[config.mk]
export PLATFORM = sky130hd
export DESIGN_NAME = pipeline_register
export DESIGN_NICKNAME = d
export VERILOG_FILES = /design/src/rtl/pipeline_register_pkg.sv /design/src/rtl/pipeline_register_stage.sv /design/src/rtl/pipeline_register.sv
export SDC_FILE = /design/constraint.sdc
export NUM_CORES = 1
export LEC_CHECK = 0
export ABC_CLOCK_PERIOD_IN_PS = 1700
export BUFFER_PORTS_ARGS = -buffer_cell sky130_fd_sc_hd__buf_4
export CAP_MARGIN = 25
export CORE_MARGIN = 4
export CORE_UTILIZATION = 35
export CTS_CLUSTER_DIAMETER = 60
export DETAILED_ROUTE_END_ITERATION = 10
export PLACE_DENSITY = 0.59
export SETUP_SLACK_MARGIN = 0.05
export SYNTH_ARGS = -nofsm -noshare
export SYNTH_HDL_FRONTEND = slang
export SYNTH_HIERARCHICAL = 1
export SYNTH_SLANG_ARGS = --single-unit
[constraint.sdc]
create_clock -name clk -period 1.7 [get_ports clk]
set_clock_uncertainty 0.05 [all_clocks]
set_input_delay 0.085 -clock clk [delete_from_list [all_inputs] [get_ports clk]]
set_output_delay 0.085 -clock clk [all_outputs]
set_load 0.1 [all_outputs]
[src/rtl/pipeline_register_pkg.sv]
// Shared defaults and helpers for the elastic pipeline register.
package pipeline_register_pkg;

  localparam int DEF_WIDTH       = 8;
  localparam int DEF_DEPTH       = 4;
  localparam int DEF_RESET_VALUE = 0;

  // Width of an occupancy counter able to hold 0..depth.
  function automatic int count_width(input int depth);
    return $clog2(depth + 1);
  endfunction

endpackage

[src/rtl/pipeline_register_stage.sv]
// One elastic stage: a data register plus valid bit with a ready/valid
// handshake on both sides. An empty stage always accepts, which collapses
// bubbles even while downstream is stalled.
module pipe_stage
  import pipeline_register_pkg::*;
#(
  parameter int               WIDTH       = DEF_WIDTH,
  parameter logic [WIDTH-1:0] RESET_VALUE = '0
) (
  input  logic             clk,
  input  logic             reset,
  input  logic             flush_i,
  input  logic             up_valid_i,
  input  logic [WIDTH-1:0] up_data_i,
  output logic             up_ready_o,
  input  logic             down_ready_i,
  output logic             valid_o,
  output logic [WIDTH-1:0] data_o
);

  logic             valid_q, valid_d;
  logic [WIDTH-1:0] data_q, data_d;
  logic             adv, load;

  assign adv        = valid_q & down_ready_i;
  assign up_ready_o = ~valid_q | adv;
  // Flush blocks loads so the data register is left untouched.
  assign load       = up_valid_i & up_ready_o & ~flush_i;

  // Next-state: flush clears, load fills, a departing word empties.
  always_comb begin
    valid_d = valid_q;
    data_d  = data_q;
    if (flush_i)  valid_d = 1'b0;
    else if (load) valid_d = 1'b1;
    else if (adv)  valid_d = 1'b0;
    if (load) data_d = up_data_i;
  end

  // Stage state registers.
  always_ff @(posedge clk or posedge reset) begin
    if (reset) begin
      valid_q <= 1'b0;
      data_q  <= RESET_VALUE;
    end else begin
      valid_q <= valid_d;
      data_q  <= data_d;
    end
  end

  assign valid_o = valid_q;
  assign data_o  = data_q;

endmodule

[src/rtl/pipeline_register.sv]
// Elastic DEPTH-stage pipeline register with ready/valid on both ends.
// Optional occupancy output enabled by macro PIPELINE_REGISTER_COUNT_EN.
module pipeline_register
  import pipeline_register_pkg::*;
#(
  parameter int               WIDTH       = DEF_WIDTH,
  parameter int               DEPTH       = DEF_DEPTH,
  parameter logic [WIDTH-1:0] RESET_VALUE = WIDTH'(DEF_RESET_VALUE)
) (
  input  logic             clk,
  input  logic             reset,
  input  logic             flush,
  input  logic [WIDTH-1:0] data_in,
  input  logic             in_valid,
  output logic             in_ready,
  output logic [WIDTH-1:0] data_out,
  output logic             out_valid,
  input  logic             out_ready
`ifdef PIPELINE_REGISTER_COUNT_EN
  ,
  output logic [count_width(DEPTH)-1:0] count
`endif
);

  logic [DEPTH-1:0]            stg_valid;
  logic [DEPTH-1:0][WIDTH-1:0] stg_data;

  // Ready ripples back from the output through per-stage nets so each
  // stage only sees its direct successor.
  for (genvar i = 0; i < DEPTH; i++) begin : g_stage
    logic             up_valid;
    logic [WIDTH-1:0] up_data;
    logic             dn_ready;
    logic             rdy;

    if (i == 0) begin : g_head
      assign up_valid = in_valid;
      assign up_data  = data_in;
    end else begin : g_link
      assign up_valid = stg_valid[i-1];
      assign up_data  = stg_data[i-1];
    end

    // No output transfer completes while flushing.
    if (i == DEPTH - 1) begin : g_tail
      assign dn_ready = out_ready & ~flush;
    end else begin : g_next
      assign dn_ready = g_stage[i+1].rdy;
    end

    pipe_stage #(
      .WIDTH       (WIDTH),
      .RESET_VALUE (RESET_VALUE)
    ) u_stage (
      .clk          (clk),
      .reset        (reset),
      .flush_i      (flush),
      .up_valid_i   (up_valid),
      .up_data_i    (up_data),
      .up_ready_o   (rdy),
      .down_ready_i (dn_ready),
      .valid_o      (stg_valid[i]),
      .data_o       (stg_data[i])
    );
  end

  // Reset is folded in so the port reads 0 for the whole reset window.
  assign in_ready  = g_stage[0].rdy & ~flush & ~reset;
  assign out_valid = stg_valid[DEPTH-1] & ~flush;
  assign data_out  = stg_data[DEPTH-1];

`ifdef PIPELINE_REGISTER_COUNT_EN
  localparam int CW = count_width(DEPTH);

  logic [CW-1:0] count_q, count_d;
  logic          in_xfer, out_xfer;

  assign in_xfer  = in_valid & in_ready;
  assign out_xfer = out_valid & out_ready;

  // Occupancy tracks transfers; simultaneous in and out cancel.
  always_comb begin
    count_d = count_q;
    if (flush)                    count_d = '0;
    else if (in_xfer && !out_xfer) count_d = count_q + CW'(1);
    else if (out_xfer && !in_xfer) count_d = count_q - CW'(1);
  end

  // Occupancy register.
  always_ff @(posedge clk or posedge reset) begin
    if (reset) count_q <= '0;
    else       count_q <= count_d;
  end

  assign count = count_q;
`endif

endmodule
* Yosys cells after proc, flatten, opt, wreduce, memory -nomap -nowiden *
Index checks and enable logic that the tools add are counted.

word-level totals
  bits of input ports = 13
  output and inout port bits = 10
  register bits = 36
  logic and storage cells = 47

operators by class
  multiplexer cells = 12
  reduce and logical (&&, ||, !) cells = 4
  bitwise gates (word level) = 23

operators with widths
  operator            number
  1-bit AND           13
  1-bit two-way mux   12
  3-bit nonzero test  4
  1-bit NOT           6
  1-bit OR            4

* Logic depth before layout (Yosys ltp) *
  word-level depth = 14
  depth in mapped cells = 10
  mapped depth without buffers = 10

* Modules after synthesis *
Netlist, hierarchy kept.

modules (own cells, without submodules)
  module             times used  cells each  seq. area each (µm²)  area an instance (µm²)
  pipe_stage         4           23          225.2                 362.8
  pipeline_register  1           3           0.0                   25.0

* Least setup slack after synthesis *
OpenSTA, ideal clock, no wires.

  kind = register to output
  from = register g_stage[3].u_stage.valid_q
  to = output port in_ready
  data required time = 1565 ps
  buffers on the path = 0
  arrival time = 2133 ps
  stages on the path, launching flop included = 10
  setup slack = -568 ps
  cell sequence = dfrtp_1 > nor2b_4 > inv_1 > nor2b_4 > inv_1 > nor2b_4 > inv_1 > nor2b_4 > inv_1 > nor3b_2

on the way
  longest elaborated chain between the ends = 10
  elaborated cells on any way between the ends = 11
  those cells by class = 11 x bitwise

RTL lines
  item                                    line                                                          RTL
  from (decl)                             pipeline_register_stage.sv:21                                 logic valid_q, valid_d;
  from (signal assigned)                  pipeline_register_stage.sv:46                                 valid_q <= valid_d;
  1-bit AND or 1-bit NOT (tied branches)  pipeline_register_stage.sv:25, pipeline_register_stage.sv:26
  1-bit OR (*)                            pipeline_register_stage.sv:26                                 assign up_ready_o = ~valid_q | adv;
  net g_stage[2].dn_ready                 pipeline_register.sv:33                                       logic dn_ready;
  1-bit AND (*)                           pipeline_register_stage.sv:25                                 assign adv = valid_q & down_ready_i;
  1-bit OR (*)                            pipeline_register_stage.sv:26
  net g_stage[1].dn_ready                 pipeline_register.sv:33
  1-bit AND (*)                           pipeline_register_stage.sv:25
  1-bit OR (*)                            pipeline_register_stage.sv:26
  net g_stage[0].dn_ready                 pipeline_register.sv:33
  1-bit AND (*)                           pipeline_register_stage.sv:25
  1-bit OR (*)                            pipeline_register_stage.sv:26
  net g_stage[0].rdy                      pipeline_register.sv:34                                       logic rdy;
  1-bit AND (*) (2 in series)             pipeline_register.sv:68                                       assign in_ready = g_stage[0].rdy & ~flush & ~reset;
  to (decl)                               pipeline_register.sv:15                                       output logic in_ready,

Mark *: on every way through the listed nets, which the timed path passes. The rest lies on a longest branch.

* Worst setup path after layout *
  from = register g_stage[3].u_stage.valid_q
  to = register g_stage[0].u_stage.data_q[4]

on the way
  longest elaborated chain between the ends = 10
  elaborated cells on any way between the ends = 11
  those cells by class = 11 x bitwise

RTL lines
  item                                    line                                                          RTL
  1-bit AND or 1-bit NOT (tied branches)  pipeline_register_stage.sv:25, pipeline_register_stage.sv:26
  1-bit OR (*)                            pipeline_register_stage.sv:26
  net g_stage[2].dn_ready                 pipeline_register.sv:33
  1-bit AND (*)                           pipeline_register_stage.sv:25
  1-bit OR (*)                            pipeline_register_stage.sv:26
  net g_stage[1].dn_ready                 pipeline_register.sv:33
  1-bit AND (*)                           pipeline_register_stage.sv:25
  1-bit OR (*)                            pipeline_register_stage.sv:26
  net g_stage[0].dn_ready                 pipeline_register.sv:33
  1-bit AND (*)                           pipeline_register_stage.sv:25
  1-bit OR (*)                            pipeline_register_stage.sv:26
  1-bit AND (*) (2 in series)             pipeline_register_stage.sv:28                                 assign load = up_valid_i & up_ready_o & ~flush_i;
  to (signal assigned)                    pipeline_register_stage.sv:47                                 data_q <= data_d;
  to (decl)                               pipeline_register_stage.sv:22                                 logic [WIDTH-1:0] data_q, data_d;

Marked as above.
A chain may end at the register's enable or synchronous reset.

==> metrics.md <==
| Metric | Value |
|---|---|
| Part of the cycle the worst path needs | `106%` |
| Hold WC Path Type | `primary input to flip-flop` |
| Critical Path RT | `1820 ps` |
| Maximum vdd drop | `0.658 mV` |
| Chip width | `73.0 µm` |
| Final worst setup slack | `-97.5 ps` |
| CP endpoint kind | `flip-flop` |
| Routed via count | `851` |
| Largest net degree at the start of global routing | `13` |
| RSZ-0062 raised after global routing | `yes` |
| Slew HR | `76.0%` |
| Root buf cell | `clkbuf_8` |
| Die area | `around 5300 µm²` |
| Reg2reg end | `g_stage[0].u_stage/data_o[4]` |
| Hold depth | `3` |
| Leakage | `1.01 nW` |
| EDFF count, synth | `0` |
| Top Layer Used | `met4` |
| Fin. max-slew vios | `0` |
| CTS tree | `built` |
| Vias in the first global route | `934` |
| Flops & latches, synth | `36` |
| GRT Residual Overflow | `0` |
| Final ANT Viol Nets | `0` |
| Starting Density | `~37%` |
| Top cells by area in the synthesized netlist | `dfrtp_1, mux2_2, nor3b_4` |
| Post-synth ARST share | `between 90% and 100%` |
| Setup violators final | `8` |
| Reg area | `~900 µm²` |
| Status | `complete, but fails checks` |
| Die Y | `73.0 µm` |
| Crit path time final | `1800 ps` |
| Reg2reg path depth | `11` |
| Critical path launch point type | `flip-flop` |
| Synth Area in XOR/XNOR | `0%` |
| Ports | `23` |
| Simple-Gate Fraction of Synth Area | `12.5%` |
| RR Startpoint | `g_stage[3].u_stage/valid_o` |
| Post-synthesis cell area | `1480 µm²` |
| Final non-filler cell total | `196` |
| Combinational family with the most area after synthesis | `multiplexers` |
| Final Hold Fails | `0` |
| Routed WL | `2560 µm` |
| Mapped Avg Cell Area | `15.5 µm²` |
| Critical Setup Path Class | `flip-flop to flip-flop` |
| Area leader, netlist | `dfrtp_1` |
| Top-count cell post-synth | `dfrtp_1` |
| F_max | `0.556 GHz` |
| Wire per inst | `13.1 µm` |
| Worst reg-to-reg setup slack | `-100 ps` |
| Netlist cell types | `8` |
| Top cells by count, synth | `dfrtp_1, mux2_2, inv_1, nor2_1` |
| Drc violations | `0` |
| Global-route wire length before repair | `approximately 4600 µm` |
| MaxCap Viol Count | `0` |
| Post-synth net total | `108` |
| # diodes | `0` |
| Final nets | `about 160` |
| Fill cells | `354` |
| Final hold slack | `171 ps` |
| Pwr Density | `1440 nW/µm²` |
| Failing checks | `negative setup slack` |
| P&R area growth vs syn | `46.3%` |
| Worst Hold End | `g_stage[2].u_stage/valid_o` |
| Hold path start | `flush` |
| Cell row count | `23` |
| Util after Layout | `53.6%` |
| Area of the multi-input gates | `663 µm²` |
| Wire length on met3 | `150 µm` |
| DRT Pass-1 Iters | `2` |
| Register area share after synthesis | `61.0%` |
| Multiplexer area fraction after synthesis | `24.4%` |
| Dpl cells | `about 180` |
| Clock tree buffer depth | `2` |
| Synth top area share | `61.0%` |
| Worst slew pin tran | `between 300 and 400 ps` |
| Metal-1 WL | `1130 µm` |
| CTS Buf Count | `5` |
| Post-DR vias/cell | `4.34` |
| Initial antenna violation count | `0` |
| Post-Syn Instances | `95` |
| Ys flop type | `dfrtp_1` |
| Core Footprint | `4030 µm²` |
| Sink Count | `36` |
| Worst-Skew Late Latency | `280 ps` |
| Post-detail-place hpwl | `1940 µm` |
| DRC marker count from the first detailed-route iteration | `12` |
| Worst Path Arrival | `1920 ps` |
| H-tree depth | `2` |
| Compound-cell area share of the yosys netlist | `0%` |
| RD Place Congestion | `~0.67` |
| Synth Area in Adders | `0%` |
| Metal2 WL | `1230 µm` |
| Clock Pin Slew Worst Setup and Hold Paths | `70 ps` |
| CP max FO | `4` |
| Yosys warns | `6` |
| Gr usage total | `11.6%` |
| Port Buffers | `22` |
| Share of layout cells above drive strength 1 | `59.6%` |
==> routing by layer <==
layer	track usage, %	vias up
li1	-	419
met1	14.5	406
met2	17.6	20
met3	4.68	6
met4	5.53	0
met5	0	-
==> stage by stage <==
stage | instance area (µm²) | setup WS (ps) | power, mW | TNS, ps
final | 2160 | -97.5 | 3.10 | -667
after global routing | 2160 | -196 | 3.26 | -2010
after CTS | 2110 | -132 | 3.06 | -959
after detailed placement | 1810 | -65.1 | 2.24 | -386
after global placement | 1810 | -2.69 | 2.21 | -9.89
after floorplan | 1510 | -110 | 1.99 | -342
==> how the worst max path moves through the flow <==
stage                               startpoint                      endpoint  slack, ps  cells after the start
finish              g_stage[3].u_stage/valid_o  g_stage[0].u_stage/data_o[4]       -100                     11
CTS                 g_stage[3].u_stage/valid_o  g_stage[0].u_stage/data_o[4]       -130                     11
global route        g_stage[3].u_stage/valid_o                      in_ready       -200                     10
global placement    g_stage[3].u_stage/valid_o  g_stage[0].u_stage/data_o[2]         -3                     10
floorplan           g_stage[3].u_stage/valid_o                      in_ready       -110                      9
detailed placement  g_stage[3].u_stage/valid_o  g_stage[0].u_stage/data_o[5]        -70                     10
==> critical path, cell delays in order, from the launching register on <==
cell and delay, ps:
dfrtp_1 380, nor2b_4 130, inv_2 70, nor2b_4 40
inv_2 60, nor2b_4 40, inv_2 60, nor2b_4 40
buf_6 110, nor3b_4 240, buf_6 160, mux2_4 300
==> state kept, by name (all words and copies together) (netlist names) <==
signal / cells
g_stage.u_stage/valid_o: 4
g_stage.u_stage/data_o: 32
==> area by class of cell <==
cell class | count | area share, %
inverter | 8 | 1.39
timing repair buffer | 43 | 18.1
tap | 50 | 2.90
clock buffer | 5 | 3.19
sequential | 36 | 41.7
multi-input combinational | 51 | 30.7
clock inverter | 3 | 1.97
==> cells by family after synthesis <==
logic type / count (synthesis)
buffers and inverters: 8
flip-flops: 36
AND/OR/NAND/NOR: 19
multiplexers: 32
==> cells in the final DEF, fill, tap and decap left out <==
cell type,instances
clkbuf_8,5
mux2_4,29
nor2b_4,4
clkinv_2,1
nor3b_4,5
nor2b_2,1
dfrtp_1,36
buf_6,5
nor2b_1,1
inv_2,4
buf_4,26
inv_1,4
nor2_1,8
clkinvlp_4,1
mux2_2,3
dlygate4sd3_1,10
buf_12,2
bufinv_16,1
==> report_power, final <==
part	switching [mW]	internal [mW]
sequential	0.144	1.09
combinational	0.687	0.446
clock	0.299	0.434
==> timing repair <==
action,CTS,global route
hold endpoints to repair,45,0
gates resized for setup,16,15
setup buffers,3,1
hold buffers,10,0
setup endpoints to repair,8,25
pin swaps,1,2
Power figures use the tool's default switching activity.
